$ cat src/rtl/ofmap_collector_pkg.sv
// Shared configuration for the output-side collector: array geometry, row type and FSM encoding.
package ofmap_collector_pkg;

  localparam int sys_cols         = 4;
  localparam int P_BITWIDTH       = 16;
  localparam int OFMAP_FIFO_DEPTH = 4;

  typedef logic [sys_cols-1:0][P_BITWIDTH-1:0] psum_row_t;

  typedef enum logic [1:0] {IDLE, COLLECT, DONE} collector_state_t;

endpackage

$ cat src/rtl/ofmap_collector_col_fifo.sv
// Single-clock FIFO for one array column; a push into a full FIFO is accepted only when a pop frees a slot.
module col_fifo #(
  parameter int W     = 16,
  parameter int DEPTH = 4
) (
  input  logic         clk,
  input  logic         rst,
  input  logic         push,
  input  logic [W-1:0] din,
  input  logic         pop,
  output logic [W-1:0] dout,
  output logic         full,
  output logic         empty
);

  localparam int AW = $clog2(DEPTH);

  logic [W-1:0] mem [DEPTH];
  logic [AW:0]  wr_ptr;
  logic [AW:0]  rd_ptr;
  logic         do_push;
  logic         do_pop;

  // Extra pointer bit distinguishes full from empty when the indices match.
  assign empty   = (wr_ptr == rd_ptr);
  assign full    = (wr_ptr[AW] != rd_ptr[AW]) && (wr_ptr[AW-1:0] == rd_ptr[AW-1:0]);
  assign do_pop  = pop & ~empty;
  assign do_push = push & (~full | do_pop);
  assign dout    = mem[rd_ptr[AW-1:0]];

  always_ff @(posedge clk) begin
    if (rst) begin
      wr_ptr <= '0;
      rd_ptr <= '0;
    end else begin
      if (do_push) wr_ptr <= wr_ptr + (AW+1)'(1);
      if (do_pop)  rd_ptr <= rd_ptr + (AW+1)'(1);
    end
  end

  always_ff @(posedge clk) begin
    if (do_push) mem[wr_ptr[AW-1:0]] <= din;
  end

endmodule

$ cat src/rtl/ofmap_collector.sv
// Re-aligns skewed per-column partial sums into full rows and streams one row per beat,
// counting rows against the tile size and pulsing tile_done after the last row is taken.
module ofmap_collector
  import ofmap_collector_pkg::*;
#(
  parameter int COLS  = sys_cols,
  parameter int PW    = P_BITWIDTH,
  parameter int DEPTH = OFMAP_FIFO_DEPTH
) (
  input  logic                     clk,
  input  logic                     rst,
  input  logic [COLS-1:0]          read_out,
  input  logic [COLS-1:0][PW-1:0]  o_data,
  input  logic                     tile_start,
  input  logic [15:0]              num_rows,
  output logic                     out_valid,
  input  logic                     out_ready,
  output logic [COLS-1:0][PW-1:0]  out_row,
  output logic                     out_last,
  output logic                     busy,
  output logic                     tile_done,
  output logic                     overflow
);

  localparam logic [1:0] ST_IDLE    = IDLE;
  localparam logic [1:0] ST_COLLECT = COLLECT;
  localparam logic [1:0] ST_DONE    = DONE;

  logic [1:0]               state;
  logic [15:0]              row_cnt;
  logic [15:0]              num_rows_q;
  logic [COLS-1:0]          fifo_full;
  logic [COLS-1:0]          fifo_empty;
  logic [COLS-1:0][PW-1:0]  fifo_dout;
  logic [COLS-1:0]          drop;
  logic                     row_avail;
  logic                     load;
  logic                     hs;

  assign row_avail = ~|fifo_empty;
  assign hs        = out_valid & out_ready;
  // Rows past the tile size stay queued for the next tile.
  assign load      = (state == ST_COLLECT) && row_avail && (row_cnt != num_rows_q)
                     && (!out_valid || out_ready);
  assign drop      = read_out & fifo_full & {COLS{~load}};
  assign busy      = (state == ST_COLLECT);
  assign tile_done = (state == ST_DONE);

  for (genvar c = 0; c < COLS; c++) begin : g_col
    col_fifo #(
      .W     (PW),
      .DEPTH (DEPTH)
    ) u_fifo (
      .clk   (clk),
      .rst   (rst),
      .push  (read_out[c]),
      .din   (o_data[c]),
      .pop   (load),
      .dout  (fifo_dout[c]),
      .full  (fifo_full[c]),
      .empty (fifo_empty[c])
    );
  end

  always_ff @(posedge clk) begin
    if (rst) begin
      state      <= ST_IDLE;
      row_cnt    <= '0;
      num_rows_q <= '0;
      out_valid  <= 1'b0;
      out_last   <= 1'b0;
      out_row    <= '0;
      overflow   <= 1'b0;
    end else begin
      case (state)
        ST_IDLE: begin
          if (tile_start) begin
            num_rows_q <= num_rows;
            row_cnt    <= '0;
            state      <= (num_rows != 16'd0) ? ST_COLLECT : ST_DONE;
          end
        end
        ST_COLLECT: begin
          if (hs && out_last) state <= ST_DONE;
        end
        default: state <= ST_IDLE;
      endcase

      if (load) begin
        out_row   <= fifo_dout;
        out_valid <= 1'b1;
        out_last  <= (row_cnt == num_rows_q - 16'd1);
        row_cnt   <= row_cnt + 16'd1;
      end else if (hs) begin
        out_valid <= 1'b0;
        out_last  <= 1'b0;
      end

      // A drop in the tile_start cycle still marks the new tile as overflowed.
      if (state == ST_IDLE && tile_start) overflow <= 1'b0;
      if (|drop) overflow <= 1'b1;
    end
  end

endmodule

$ cat config.mk
export PLATFORM = sky130hd
export DESIGN_NAME = ofmap_collector
export DESIGN_NICKNAME = d
export VERILOG_FILES = /design/src/rtl/ofmap_collector_pkg.sv /design/src/rtl/ofmap_collector_col_fifo.sv /design/src/rtl/ofmap_collector.sv
export SDC_FILE = /design/constraint.sdc
export NUM_CORES = 1
export LEC_CHECK = 0
export CAP_MARGIN = 10
export CORE_AREA = 2 2 202 204
export CTS_CLUSTER_SIZE = 8
export DETAILED_ROUTE_END_ITERATION = 10
export DIE_AREA = 0 0 204 206
export PLACE_DENSITY = 0.69
export SYNTH_ARGS = -nofsm -noshare
export SYNTH_HDL_FRONTEND = slang
export SYNTH_HIERARCHICAL = 1
export SYNTH_SLANG_ARGS = --single-unit
$ cat constraint.sdc
create_clock -name clk -period 3.3 [get_ports clk]
set_input_delay 0.66 -clock clk [delete_from_list [all_inputs] [get_ports clk]]
set_output_delay 0.66 -clock clk [all_outputs]
set_load 0.05 [all_outputs]
==> metrics.txt <==
remaining antenna violation count after routing=0; Synth Area in XOR/XNOR=3.120%; CTS buffer count=54; Post-synth EDFFs=about 260; FMAX=between 300 and 400 MHz; compound-gate portion of the synthesized area=5.710%; Top delay family on crit path=simple AND/OR/NAND/NOR gates; WP buf/inv=4; clk_lat worst skew=about 0.57 ns; maximum capacitance violations=0; Synth warnings=6; Slew @ Worst Pin=approximately 0.81 ns; CTS tree=done; run status=finished, final reports clean; max-slew violation count=0; final wirelength=roughly 33000 um; clock period minus worst slack=~3.1 ns; register bit count reported by yosys=slightly below 400; RePlAce Congestion=0.8180; worst-case clock buffer depth=3; total gr overflow=0; Core ar.=0.04018 mm2; detailed placer's ending HPWL=~21000 um; slew margin rel.=roughly 46%; CP cell instances=xnor2_2, nand2_1, nor2_1, or4_1, nor2_1, nand2_1, a21o_4, clkinv_2, buf_16, inv_1, a41oi_2, and2_1, buf_12; Die H=between 200 and 250 um; crit path max fanout=74; CP Data Required Time=approximately 3.6 ns; Tightest Hold Check Type=reg -> reg; post-synth cell types=58; root buf cell=clkbuf_16; IO Count=roughly 160; critical path's slowest cell=or4_1; DR iter-0 viols=about 460; met3 Track Usage GR=under 10%; Worst setup EP type=flip-flop; Clk pin slew, worst setup/hold paths=about 0.050 ns; main combinational cell family by area after synthesis=multiplexers; hold-fix buffers at CTS=0; share of cells above drive strength 1=between 10% and 20%; post-synthesis cell area=~0.016 mm2; vias after detailed routing=9541; unrepaired setup endpoints after global routing=yes; ant diodes=0; Synth async-reset ratio=0%; Setup Skew=between 0.015 and 0.02 ns; vias in the first global route=9729; total global-route track usage=roughly 16%; nets@finish=1439; Gate Count Post-Synth=approximately 1100; postcts setup bufs=0; post-route core utilization=between 40% and 50%; first-pass iteration count of the detailed router=6; final setup vio count=0; Vias/cell=roughly 5.0; WS Path Type=reg -> reg; antenna violations before repair=0; Port-buffer cells=~160; VDD IR-drop max=0.3986 mV; drc violations=0; H-tree Lvls=2; Main synth FF type=edfxtp_1; Hold Fails Final Rpt=0; Tcrit/Tclk final=between 90% and 100%; met2 GRT Util=around 27%; Die W=around 200 um; multiplexer area fraction after synthesis=around 11%; Avg Cell Area, Syn=around 14 um2; met1 usage=19.54%; post-synth top area cell=edfxtp_1; Rows=74; top cells by area, synth=edfxtp_1 (49%), dfxtp_1 (17%), mux4_2 (9.1%), nand2_1 (4.4%), a21oi_1 (3.1%); CP Data Arrival Time=3.32 ns; Post-Synth Adder-Cell Area=about 1.7%; placed cell count=approximately 1800; Die ar.=0.04202 mm2; first-pass GRT wire length=around 52000 um; wire per inst=17.57 um; static leakage=approximately 6.6 nW; largest net degree at the start of global routing=between 100 and 150; non-filler cells, final=about 1900; critical path launch point type=flip-flop; share of the synthesized area in the top cell type=about half; GR peak layer=met2; Initial Util=between 30% and 40%; clk sinks=about 390; register area share after synthesis=65.51%; Simple-Gate Fraction of Synth Area=10.64%; post-synth net total=1240; Cell Pwr Density=between 500 and 600 mW/mm2; slowest stage delay, CP=between 0.5 and 0.6 ns; Area Overhead vs Synth=25.63%
-- cell type report --
class	instances	area, um2
clock buffers	99	1594
fillers	3445	20330
inverters	28	106.4
multi-input cells	654	5097
flip-flops and latches	389	10350
well taps	532	665.6
repair buffers	202	2037
-- logic make-up (layout without fill, tap and decap cells) --
kind of cell | after synthesis | after routing
DFF | 389 | 389
and+or+nand+nor | 355 | 355
AOI/OAI and AO/OA | 142 | 142
muxes | 89 | 89
buffers and inverters | 87 | 329
xor gates and xnor gates | 46 | 46
adders and majority gates | 22 | 22
-- tightest hold or removal path: stages, from the launching register on --
cell and delay (ns):
dfxtp_1 0.30, nand2_1 0.05, a21oi_1 0.05
-- path summary, 6_finish.rpt --
kind / start / to / slack, ns / depth (start not counted)
setup reg to reg: g_col[1].u_fifo/rd_ptr[0] / g_col[3].u_fifo/mem[2][2] / 0.25 / 13
setup / recovery: g_col[1].u_fifo/rd_ptr[0] / g_col[3].u_fifo/mem[2][2] / 0.25 / 13
hold reg to reg: out_row[10] / out_row[10] / 0.45 / 2
hold / removal: out_row[10] / out_row[10] / 0.45 / 2
-- synth_stat cells, types with 5 or more instances --
master and number:
nor4_1 15, a41oi_2 8, nand3_1 9, inv_1 27, and2_1 14, and3_1 6
mux2_1 12, nand2b_1 20, xnor2_2 8, xnor2_1 20, clkbuf_1 35, edfxtp_1 256
nand4_1 13, mux4_2 64, a21oi_1 98, dfxtp_1 133, nor2b_1 14, nor2_1 50
ha_1 22, a31oi_1 7, mux2i_1 9, nand3b_1 5, buf_2 18, xor2_1 14
nand2_1 185
-- report_power, final --
part	switching, W	internal, W	total, W	leakage (nW)
registers	0.0000826	0.00544	0.00552	3.42
clock network	0.00191	0.00320	0.00511	0.758
logic	0.000452	0.000397	0.000849	2.41
-- sequential cells by signal, indices dropped and copies added (netlist names), named ones only --
register / cells
overflow: 1
out_valid: 1
g_col.u_fifo/rd_ptr: 12
g_col.u_fifo/mem: 256
num_rows_q: 16
out_row: 64
g_col.u_fifo/wr_ptr: 12
row_cnt: 16
state: 2
out_last: 1
-- metal layers --
layer	vias up	wire, um
met2	243	16600
li1	4558	-
met1	4683	14190
met5	-	0
met3	57	1960
met4	0	703
-- metrics by stage --
step | power, W | instance area (um2) | worst slack, ns | hold slack (ns) | TNS (ns)
floorplan | 0.006073 | 15800 | 0.08586 | 0.4441 | 0
global placement | 0.006439 | 18240 | 0.1974 | 0.4445 | 0
detailed placement | 0.006465 | 18240 | 0.1081 | 0.4465 | 0
CTS | 0.01165 | 19840 | 0.06830 | 0.4531 | 0
global route | 0.01192 | 19850 | -0.01182 | 0.4738 | -0.1146
finish | 0.01148 | 19850 | 0.2457 | 0.4521 | 0
-- what timing repair did --
item                                   4_1_cts  5_1_grt
resized for setup                            0        7
setup endpoints to repair                    0      112
endpoints found under the hold margin        0        0
-- cell usage in the layout (no fill, tap or decap), drive strengths merged, types with 2 or more instances in the layout --
master / count
nand3b: 5
a21oi: 98
xor2: 18
or3: 2
nand3: 9
clkbuf: 99
mux4: 64
nand2: 185
nor3b: 2
nand4b: 2
a22oi: 2
mux2: 16
xnor2: 28
and2: 14
o21ai: 5
nand4bb: 4
nand2b: 20
inv: 27
clkdlybuf4s50: 155
and3: 6
o31ai: 2
nand4: 13
a31oi: 11
edfxtp: 256
a211o: 4
or4: 4
nor3: 4
mux2i: 9
dfxtp: 133
nor2: 51
nor2b: 14
buf: 47
ha: 22
a211oi: 4
a41oi: 8
nor4: 17
(Power assumes the default switching activity.)
